<file path="config.mk">
export PLATFORM = sky130hd
export DESIGN_NAME = i2s_receiver
export DESIGN_NICKNAME = d
export VERILOG_FILES = /design/src/rtl/i2s_receiver.sv
export SDC_FILE = /design/constraint.sdc
export NUM_CORES = 1
export LEC_CHECK = 0
export ABC_CLOCK_PERIOD_IN_PS = 7300
export CAP_MARGIN = 10
export CORE_UTILIZATION = 55
export CTS_BUF_LIST = sky130_fd_sc_hd__clkbuf_8
export DETAILED_ROUTE_END_ITERATION = 10
export PLACE_DENSITY = 0.78
export REMOVE_ABC_BUFFERS = 1
export SYNTH_ARGS = -nofsm -noshare
export SYNTH_HDL_FRONTEND = slang
export SYNTH_SLANG_ARGS = --single-unit
export TNS_END_PERCENT = 20
</file>
<file path="constraint.sdc">
create_clock -name clk -period 7.3 [get_ports clk]
set_input_delay 1.095 -clock clk [delete_from_list [all_inputs] [get_ports clk]]
set_output_delay 1.095 -clock clk [all_outputs]
set_load 0.05 [all_outputs]
</file>
<file path="src/rtl/i2s_receiver.sv">
// i2s_receiver: oversampling I2S receiver.
// The bit clock, word select and serial data are synchronised into clk. Bits are
// captured MSB first on each bit-clock rise. A left+right slot pair is presented
// as parallel words together with a one-cycle frame_valid strobe.
//
// Output protocol: frame_valid and short_err are single-cycle strobes with no
// backpressure. left_out/right_out change only in the cycle where a slot closes,
// and frame_valid is high in the same cycle that the paired right word appears.
module i2s_receiver #(
  parameter int NUM_BITS    = 24,
  parameter int SYNC_STAGES = 2,
  parameter int TIMEOUT     = 1024
) (
  input  logic                clk,
  input  logic                rst,
  input  logic                s_clk_in,
  input  logic                word_select_in,
  input  logic                serial_in,
  output logic [NUM_BITS-1:0] left_out,
  output logic [NUM_BITS-1:0] right_out,
  output logic                frame_valid,
  output logic                locked,
  output logic                short_err,
  output logic                dbg_state_o
);

  localparam int CW = $clog2(NUM_BITS + 1);
  localparam int TW = $clog2(TIMEOUT + 1);

  typedef enum logic {
    ST_ALIGN = 1'b0,
    ST_RUN   = 1'b1
  } state_t;

  // Synchronisers and edge-detect history
  logic [SYNC_STAGES-1:0] sclk_sync_q, ws_sync_q, sd_sync_q;
  logic                   sclk_d_q;
  logic                   sclk_s, ws_s, sd_s, rise;

  // Framing state
  state_t                 state_q, state_d;
  logic [NUM_BITS-1:0]    shift_q, shift_d;
  logic [CW-1:0]          bit_cnt_q, bit_cnt_d;
  logic                   have_left_q, have_left_d;
  logic                   ws_d_q, ws_d_d;
  logic [TW-1:0]          timeout_q, timeout_d;

  // Output registers
  logic [NUM_BITS-1:0]    left_q, left_d, right_q, right_d;
  logic                   frame_valid_q, frame_valid_d;
  logic                   locked_q, locked_d;
  logic                   short_err_q, short_err_d;

  // Combinational scratch for the slot-end word assembly
  logic [NUM_BITS-1:0]    shift_v, word_v;
  logic [CW-1:0]          cnt_v, shamt_v;

  assign sclk_s = sclk_sync_q[SYNC_STAGES-1];
  assign ws_s   = ws_sync_q[SYNC_STAGES-1];
  assign sd_s   = sd_sync_q[SYNC_STAGES-1];
  assign rise   = sclk_s & ~sclk_d_q;

  assign left_out    = left_q;
  assign right_out   = right_q;
  assign frame_valid = frame_valid_q;
  assign locked      = locked_q;
  assign short_err   = short_err_q;
  assign dbg_state_o = state_q;

  // Bring the three asynchronous I2S lines into the clk domain
  always_ff @(posedge clk) begin
    if (rst) begin
      sclk_sync_q <= '0;
      ws_sync_q   <= '0;
      sd_sync_q   <= '0;
      sclk_d_q    <= 1'b0;
    end else begin
      sclk_sync_q <= {sclk_sync_q[SYNC_STAGES-2:0], s_clk_in};
      ws_sync_q   <= {ws_sync_q[SYNC_STAGES-2:0], word_select_in};
      sd_sync_q   <= {sd_sync_q[SYNC_STAGES-2:0], serial_in};
      sclk_d_q    <= sclk_s;
    end
  end

  // Next-state logic: alignment FSM, bit capture, slot close and watchdog
  always_comb begin
    state_d       = state_q;
    shift_d       = shift_q;
    bit_cnt_d     = bit_cnt_q;
    have_left_d   = have_left_q;
    ws_d_d        = ws_d_q;
    timeout_d     = timeout_q;
    left_d        = left_q;
    right_d       = right_q;
    locked_d      = locked_q;
    frame_valid_d = 1'b0;
    short_err_d   = 1'b0;
    shift_v       = shift_q;
    cnt_v         = bit_cnt_q;
    word_v        = '0;
    shamt_v       = '0;

    // Watchdog: a rise restarts it; otherwise count up and saturate at expiry.
    if (rise) begin
      ws_d_d    = ws_s;
      timeout_d = '0;
    end else if (timeout_q != TW'(TIMEOUT)) begin
      timeout_d = timeout_q + TW'(1);
      if (timeout_q == TW'(TIMEOUT - 1)) begin
        locked_d    = 1'b0;
        state_d     = ST_ALIGN;
        have_left_d = 1'b0;
        bit_cnt_d   = '0;
        shift_d     = '0;
      end
    end

    case (state_q)
      ST_ALIGN: begin
        // The WS-change edge only establishes alignment; its bit is dropped.
        if (rise && (ws_s != ws_d_q)) begin
          bit_cnt_d = '0;
          shift_d   = '0;
          state_d   = ST_RUN;
          locked_d  = 1'b1;
        end
      end
      ST_RUN: begin
        if (rise) begin
          // Bits beyond NUM_BITS in a long slot are ignored.
          if (bit_cnt_q < CW'(NUM_BITS)) begin
            shift_v = {shift_q[NUM_BITS-2:0], sd_s};
            cnt_v   = bit_cnt_q + CW'(1);
          end
          shift_d   = shift_v;
          bit_cnt_d = cnt_v;
          // The WS-change rise carries the final bit of the closing slot.
          if (ws_s != ws_d_q) begin
            shamt_v     = CW'(NUM_BITS) - cnt_v;
            word_v      = shift_v << shamt_v;
            short_err_d = (cnt_v < CW'(NUM_BITS));
            if (!ws_d_q) begin
              left_d      = word_v;
              have_left_d = 1'b1;
            end else begin
              right_d = word_v;
              if (have_left_q) begin
                frame_valid_d = 1'b1;
                have_left_d   = 1'b0;
              end
            end
            bit_cnt_d = '0;
            shift_d   = '0;
          end
        end
      end
      default: state_d = ST_ALIGN;
    endcase
  end

  // State and output registers
  always_ff @(posedge clk) begin
    if (rst) begin
      state_q       <= ST_ALIGN;
      shift_q       <= '0;
      bit_cnt_q     <= '0;
      have_left_q   <= 1'b0;
      ws_d_q        <= 1'b0;
      timeout_q     <= '0;
      left_q        <= '0;
      right_q       <= '0;
      frame_valid_q <= 1'b0;
      locked_q      <= 1'b0;
      short_err_q   <= 1'b0;
    end else begin
      state_q       <= state_d;
      shift_q       <= shift_d;
      bit_cnt_q     <= bit_cnt_d;
      have_left_q   <= have_left_d;
      ws_d_q        <= ws_d_d;
      timeout_q     <= timeout_d;
      left_q        <= left_d;
      right_q       <= right_d;
      frame_valid_q <= frame_valid_d;
      locked_q      <= locked_d;
      short_err_q   <= short_err_d;
    end
  end

endmodule

</file>
# After elaboration in Yosys (flattened, before gate mapping)
# Cells that the tools add are included.
# Widths: inputs -> output; s select.
[totals] regBits=101 out_inout_bits=52
[classes] n_addsub=3 magnitude_cmp=2 eq_ne=3 shift=1 muxes=39 n_bitwise=6 n_reduce_logical=6
[op_table] operator="$mux 24" n=9
[op_table] operator="$pmux 24 s2" n=1
[op_table] operator="$mux 5" n=9
[op_table] operator="$shl 24x5->24" n=1
[op_table] operator="$mux 1" n=19
[op_table] operator="$add 11x1->11 const B" n=1
[op_table] operator="$eq 11x10->1 const B" n=1
[op_table] operator="$ne 11x11->1 const B" n=1
[op_table] operator="$lt 5x5->1 const B" n=2
[op_table] operator="$pmux 5 s2" n=1
[op_table] operator="$reduce_and 4->1" n=2
[op_table] operator="$add 5x1->5 const B" n=1
[op_table] operator="$not 1->1" n=5
[op_table] operator="$reduce_or 5->1" n=1
[op_table] operator="$sub 5x5->5 const A" n=1
[op_table] operator="$reduce_or 4->1" n=1
[op_table] operator="$reduce_or 2->1" n=1
[op_table] operator="$and 1x1->1" n=1
[op_table] operator="$logic_and 1x1->1" n=1
[op_table] operator="$ne 1x1->1" n=1

# Longest topological paths before layout
# Gate-level depths: netlist of run 1.
[depth] ltp_word=9 mapped_depth=14 mapped_depth_nobuf=10

# Least setup slack after synthesis of run 1
# No wires, ideal clock.
[synth_timing] path_kind="flip-flop to flip-flop" startpoint="register bit_cnt_q[0]" endpoint="register left_q[21], in the netlist left_out[21]" setup_time_ps=86 arrival_ps=2939 required_ps=7214 setup_slack_ps=4275 stages_incl_launch_ff=15 path_buffers=4 path_cell_list="dfxtp_1 -> buf_2 -> inv_1 -> clkbuf_1 -> xnor2_1 -> ha_1 -> buf_2 -> xnor2_2 -> xor2_4 -> buf_6 -> mux2i_1 -> a21oi_1 -> nor4_1 -> a211oi_2 -> a211oi_1"
[synth_via] elab_chain_len=6 word_cells_on_any_way=10 cone_classes="2 x add/sub; 1 x order compare; 1 x shift; 6 x mux"
[synth_rtl] item="start, declared" line_no="43" text="logic [CW-1:0] bit_cnt_q, bit_cnt_d;"
[synth_rtl] item="start signal, assigned" line_no="178" text="bit_cnt_q <= bit_cnt_d;"
[synth_rtl] item="$add 5x1->5 or $lt 5x5->1 (tied branches)" line_no="133, 131"
[synth_rtl] item="$mux 5" line_no="131" text="if (bit_cnt_q < CW'(NUM_BITS)) begin"
[synth_rtl] item="$mux 5" line_no="129" text="if (rise) begin"
[synth_rtl] item="$mux 5" line_no="118" text="case (state_q)"
[synth_rtl] item="$sub 5x5->5" line_no="139" text="shamt_v = CW'(NUM_BITS) - cnt_v;"
[synth_rtl] item="$shl 24x5->24 *" line_no="140" text="word_v = shift_v << shamt_v;"
[synth_rtl] item="end signal, assigned" line_no="182" text="left_q <= left_d;"
[synth_rtl] item="end, declared" line_no="49" text="logic [NUM_BITS-1:0] left_q, left_d, right_q, right_d;"
# Mark *: on every way between the ends. The rest lies on a longest branch, timed or not. The select of a mux whose other input is x is not followed.
# A chain may end at the register's enable or synchronous reset.

# Worst setup path after layout of run 1
[layout_timing] startpoint="register bit_cnt_q[3]" endpoint="register left_q[20], in the netlist left_out[20]"
# The elaborated chain is that of the path after synthesis.

==> results of run 1 <==
-- cell type report --
cell class                      instances  share of cell area [%]
Timing Repair Buffer                   63                    9.95
Sequential cell                       101                    33.1
Tap cell                              129                    2.64
Inverter                                6                   0.369
Multi-Input combinational cell        485                    50.9
Clock buffer                           10                    2.25
Clock inverter                          6                   0.758
-- power groups by stage --
stage                     registers [mW]  clock network [mW]  logic (mW)
after global routing               0.557               0.362      0.0277
after detailed placement           0.569                   0      0.0249
after CTS                          0.556               0.341      0.0249
final                              0.556               0.338      0.0248
after floorplan                    0.569                   0      0.0118
after global placement             0.569                   0      0.0243
-- stage by stage --
step           std cells  cell area, sq um  setup slack, ns
2_1_floorplan        592              5150             3.42
3_3_place_gp         784              5930             3.25
3_5_place_dp         784              5930             3.05
4_1_cts              800              6110             2.99
5_1_grt              800              6110             2.50
6_report             800              6110             2.94
-- routing by layer --
layer | routed length (um) | up-vias | GRT usage, % | share of wire, %
li1 | - | 2341 | - | -
met2 | 5890 | 164 | 42.9 | 46
met3 | 611 | 27 | 3.33 | 4.8
met1 | 6060 | 2236 | 36.0 | 47
met5 | 0 | - | 0 | 0
met4 | 263 | 0 | 8.25 | 2.1
-- cells by family (layout without fill, tap and decap cells) --
| kind of cell | after synthesis | count (layout) |
|---|---|---|
| buf+inv | 58 | 85 |
| xor+xnor | 17 | 17 |
| compound gates | 152 | 152 |
| mux | 45 | 45 |
| simple gates | 266 | 266 |
| flops | 101 | 101 |
| fa+ha+maj | 5 | 5 |
-- registers in the layout, indices dropped and copies added (netlist names), 2 cells and up --
| register | flops |
|---|---|
| sd_sync_q | 2 |
| shift_q | 24 |
| timeout_q | 11 |
| ws_sync_q | 2 |
| left_out | 24 |
| sclk_sync_q | 2 |
| right_out | 24 |
| bit_cnt_q | 5 |
-- final timing paths --
check,to,slack [ns],cells after the start
max,left_out[20]$_SDFFE_PP0P_,2.94,9
min,sd_sync_q[1]$_SDFF_PP0_,0.46,1
max reg2reg,left_out[20]$_SDFFE_PP0P_,2.94,9
min reg2reg,sd_sync_q[1]$_SDFF_PP0_,0.46,1
-- critical path, cell delays in order, from the launching register on --
cell	delay (ns)
dfxtp_1	1.11
nand2_1	0.52
mux2i_1	0.36
ha_1	0.35
xnor2_2	0.21
xor2_4	0.53
mux2_2	0.44
a21oi_1	0.32
nand2b_1	0.13
a311oi_1	0.27
-- cell usage in the layout (no fill, tap or decap), types with 12 or more instances in the layout --
cell type / count
nor2_1: 120
dfxtp_1: 101
clkdlybuf4s50_1: 55
nand2_1: 40
nor3_1: 29
mux2i_1: 28
a22oi_1: 28
and3_1: 23
a21oi_1: 23
nand2b_1: 20
a211oi_1: 15
a21boi_0: 14
o31ai_1: 13
mux2_2: 12
==> metrics, run 1 <==
fin nets 676; Synth Area in Simple Gates a little under a quarter; clock power share ~37%; pin count of the biggest net entering global routing 90; Reg-to-Reg Start bit_cnt_q[3]$_SDFF_PP0_; final wirelength 12.8 mm; Initial Util a little under three fifths; Post-CTS Repair Setup Buffers 0; Rows 35; WHS 0.455 ns; initial antenna violation count 0; Core ar. approximately 0.0094 sq mm; Synth Area in Compound Gates 21.1%; multi-input logic area 0.00311 sq mm; TritonRoute pass-1 iters 5; switching pwr 221 uW; hpwl dp 9.13 mm; clock buffer count from CTS 9; Critical Path RT 7.57 ns; Final Util 65.2%; hold crit path type reg -> reg; combinational power share 2.7%; 1st-iter DRT viols 278; port buffer count 56; Yosys reg bits 101; Yosys cell types 63; xor-xnor portion of the synthesized cell area between 3 and 4%; Pwr Total 919 uW; leading area contributor after synthesis dfxtp_1; CTS tree done; post-route ant nets 0; RSZ-0062 raised after global routing false; CTS H-Tree Depth 3; Cells after Synth 644; CP arrival 4.62 ns; Int Pwr ~700 uW; Worst Setup End Kind register; post-synthesis mux area share 9.45%; min Tclk post-route 4.36 ns; full die area 0.0102 sq mm; yosys warns 0; antenna cells 0; Area growth, synth to finish 13.4%; Startpoint Class register; gr usage total 26.2%; PwrDens about 150 mW/mm^2; ranking of synthesized cells by area dfxtp_1, nor2_1, mux2i_1; top_reg_cell synth dfxtp_1; Reg clk slew, reported paths 0.10 ns; vias per cell ~6; Worst Path Max Fanout 43; vias 4768; Sink Count 101; Pleak 2.24 nW; EDFF count, synth 0; headroom to the max-slew limit 21.5%; Setup CP Type reg -> reg; share of power burned in registers 60.5%; min-delay src sd_sync_q[0]$_SDFF_PP0_; Sw Ratio 24.0%; maximum VDD drop between 0.09 and 0.1 mV; sequential fraction of the synthesis area 37.5%; GRT overflow 0; gpl congestion 0.904; setup total negative slack 0 ns; Fmax 230 MHz; vias in the first global route 4221; Post-CTS Resized 0; Avg Cell Area, Syn 8.36 sq um; most common cell in the netlist nor2_1; Filler cells between 800 and 900; Final Max Slew Viols 0; Worst Tran Pin Value ~1.2 ns; first-pass GRT wire length roughly 21 mm; Hold Vio Cnt, Final 0; fin crit share 59.7%; Post-Synth Adder-Cell Area 1.16%; status finished, final reports clean; register area between 0.002 and 0.0025 sq mm; Final setup violation count 0; buffers from clock root to sink, at most 2; Syn Std Cell Area 0.00539 sq mm; Critical Path Start bit_cnt_q[3]$_SDFF_PP0_; largest family of logic cells by synthesized area simple AND/OR/NAND/NOR gates; routed len/inst 16.0 um; max-cap check violation count 0; DIE HEIGHT 101 um; clk root buf clkbuf_8; top-area cell type share of the netlist area 37.5%; Die W 101 um; Post-synth top cells nor2_1, dfxtp_1, nand2_1, clkbuf_1, nor3_1; clk_lat worst skew 0.37 ns; clk_skew 0.0157 ns; I/O Pins 57; number of remaining DRC errors 0; Async SR Flop Fraction 0%; hold buffer count at cts 0; share of cells above drive strength 1 8.05%
No activity file was read; power rests on OpenSTA's default activity.
==> run 2, diff against run 1 <==
--- a/config.mk
+++ b/config.mk
@@ -5,7 +5,7 @@
 export SDC_FILE = /design/constraint.sdc
 export NUM_CORES = 1
 export LEC_CHECK = 0
-export ABC_CLOCK_PERIOD_IN_PS = 7300
+export ABC_CLOCK_PERIOD_IN_PS = 4100
 export CAP_MARGIN = 10
 export CORE_UTILIZATION = 55
 export CTS_BUF_LIST = sky130_fd_sc_hd__clkbuf_8
==> constraint.sdc (replaced) <==
create_clock -name clk -period 4.1 [get_ports clk]
set_input_delay 0.615 -clock clk [delete_from_list [all_inputs] [get_ports clk]]
set_output_delay 0.615 -clock clk [all_outputs]
set_load 0.05 [all_outputs]
==> metrics, run 2 (synthesis gave the netlist of run 1 again) <==
min Tclk post-route 3.57 ns (was 4.36 ns); share of cells above drive strength 1 8.47% (was 8.05%); Final Non-Filler Cells 802 (was 800); Critical Path Start bit_cnt_q[3]$_SDFF_PP0_ (unchanged); share of power burned in registers 60.4% (was 60.5%); Core ar. 0.00937 sq mm (unchanged); PwrDens 268 mW/mm^2 (was 150 mW/mm^2); WHS 0.450 ns (was 0.455 ns); Sink Count 101 (unchanged); headroom to the max-slew limit 22.5% (was 21.5%); min-delay src sclk_sync_q[0]$_SDFF_PP0_ (was sd_sync_q[0]$_SDFF_PP0_); CP arrival 3.87 ns (was 4.62 ns); Worst Path Max Fanout 17 (was 43); Pleak 2.25 nW (was 2.24 nW); Worst Tran Pin Value 1.16 ns (was 1.18 ns); fin crit share 87.2% (was 59.7%); combinational power share 2.7% (about the same); Worst Setup End Kind register (unchanged); post-route ant nets 0 (unchanged); Int Pwr 1.24 mW (was 698 uW); multi-input logic area 0.00311 sq mm (unchanged); antenna cells 0 (unchanged); Filler cells 835 (was 842); gr usage total 25.7% (was 26.2%); Final setup violation count 0 (unchanged); hold buffer count at cts 0 (unchanged); Startpoint Class register (unchanged); CTS tree done (unchanged); clk_lat worst skew 0.38 ns (was 0.37 ns); Reg clk slew, reported paths 0.10 ns (about the same); clk root buf clkbuf_8 (unchanged); Sw Ratio 24.2% (was 24.0%); buffers from clock root to sink, at most 2 (unchanged); number of remaining DRC errors 0 (unchanged); max-cap check violation count 0 (unchanged); Post-CTS Repair Setup Buffers 0 (unchanged); Final Max Slew Viols 0 (unchanged); Critical Path RT 4.40 ns (was 7.57 ns); TritonRoute pass-1 iters 5 (unchanged); initial antenna violation count 0 (unchanged); Reg-to-Reg Start bit_cnt_q[3]$_SDFF_PP0_ (unchanged); full die area 0.0102 sq mm (unchanged); DIE HEIGHT 101 um (unchanged); hold crit path type reg -> reg (unchanged); vias per cell 5.93 (was 5.96); CTS H-Tree Depth 3 (unchanged); RSZ-0062 raised after global routing false (unchanged); clock power share 36.9% (was 36.8%); GRT overflow 0 (unchanged); routed len/inst 15.9 um (was 16.0 um); Initial Util 57.5% (unchanged); commonest non-fill, non-tap cell in the layout nor2_1 (unchanged); pin count of the biggest net entering global routing 49 (was 90); commonest non-fill, non-tap cells in the layout nor2_1, dfxtp_1, clkdlybuf4s50_1 (unchanged); fin nets 678 (was 676); Die W 101 um (unchanged); port buffer count 56 (unchanged); 1st-iter DRT viols 279 (was 278); Fmax 280 MHz (was 230 MHz); Hold Vio Cnt, Final 0 (unchanged); DP Cell Count 786 (was 784); Post-CTS Resized 0 (unchanged); Setup CP Type reg -> reg (unchanged); vias 4756 (was 4768); Area growth, synth to finish 13.7% (was 13.4%); clk_skew 0.0161 ns (was 0.0157 ns); setup total negative slack 0 ns (unchanged); first-pass GRT wire length 20.9 mm (was 21.3 mm); register area 0.00202 sq mm (unchanged); final wirelength 12.8 mm (about the same); Rows 35 (unchanged); Hold Crit Depth 1 (unchanged); vias in the first global route 4158 (was 4221); maximum VDD drop 0.163 mV (was 0.0949 mV); I/O Pins 57 (unchanged); hpwl dp 9.08 mm (was 9.13 mm); switching pwr 396 uW (was 221 uW); gpl congestion 0.940 (was 0.904); FF-to-FF path depth 10 (was 9); clock buffer count from CTS 9 (unchanged); status finished, final reports clean (unchanged)
## run 2: changes by cell type in the layout (fill, tap and decap cells not counted), sizes merged
cell / delta
clkinv: +1
inv: -1
buf: +2
## run 2: critical path, stage by stage, from the launching register on
cell and delay (ns):
dfxtp_1 0.55, nand2_1 0.36, mux2i_1 0.31, ha_1 0.35
xnor2_2 0.21, xor2_4 0.52, mux2i_1 0.37, a21oi_1 0.08
nor4_1 0.37, a211oi_2 0.11, a211oi_1 0.26
## run 2: path summary, 6_finish.rpt
check | slack, ns | to
setup / recovery | 0.53 | left_out[21]$_SDFFE_PP0P_
hold / removal | 0.45 | sclk_sync_q[1]$_SDFF_PP0_
setup reg to reg | 0.53 | left_out[21]$_SDFFE_PP0P_
hold reg to reg | 0.45 | sclk_sync_q[1]$_SDFF_PP0_
## run 2: per-layer routing
| metal | global-route usage [%] | up-vias | routed length (um) |
|---|---|---|---|
| li1 | - | 2339 | - |
| met1 | 35.0 | 2270 | 5920 |
| met2 | 42.3 | 128 | 6050 |
| met3 | 3.19 | 19 | 608 |
| met4 | 8.70 | 0 | 209 |
| met5 | 0 | - | 0 |
## run 2: final cells by class
| cell class | instances | area share [%] |
|---|---|---|
| multi-input cells | 485 | 50.8 |
| flip-flops and latches | 101 | 33.0 |
| repair buffers | 65 | 10.2 |
| well taps | 129 | 2.64 |
| clock buffers | 10 | 2.25 |
| clock inverters | 6 | 0.756 |
| inverters | 6 | 0.368 |
## run 2: power groups by stage
stage,Sequential [mW],Clock [mW],Combinational (mW)
6_report,0.990,0.605,0.0443
5_1_grt,0.992,0.651,0.0493
4_1_cts,0.990,0.611,0.0445
3_5_place_dp,1.01,0,0.0442
3_3_place_gp,1.01,0,0.0431
2_1_floorplan,1.01,0,0.0210
## run 2: metrics by stage
stage	setup slack [ns]	total power [mW]	utilization [%]	area, sq um
finish	0.526	1.64	65.4	6120
global route	0.199	1.69	65.4	6120
CTS	0.534	1.65	65.4	6120
detailed placement	0.569	1.06	63.4	5940
global placement	0.713	1.06	63.4	5940
floorplan	0.218	1.03	-	5150
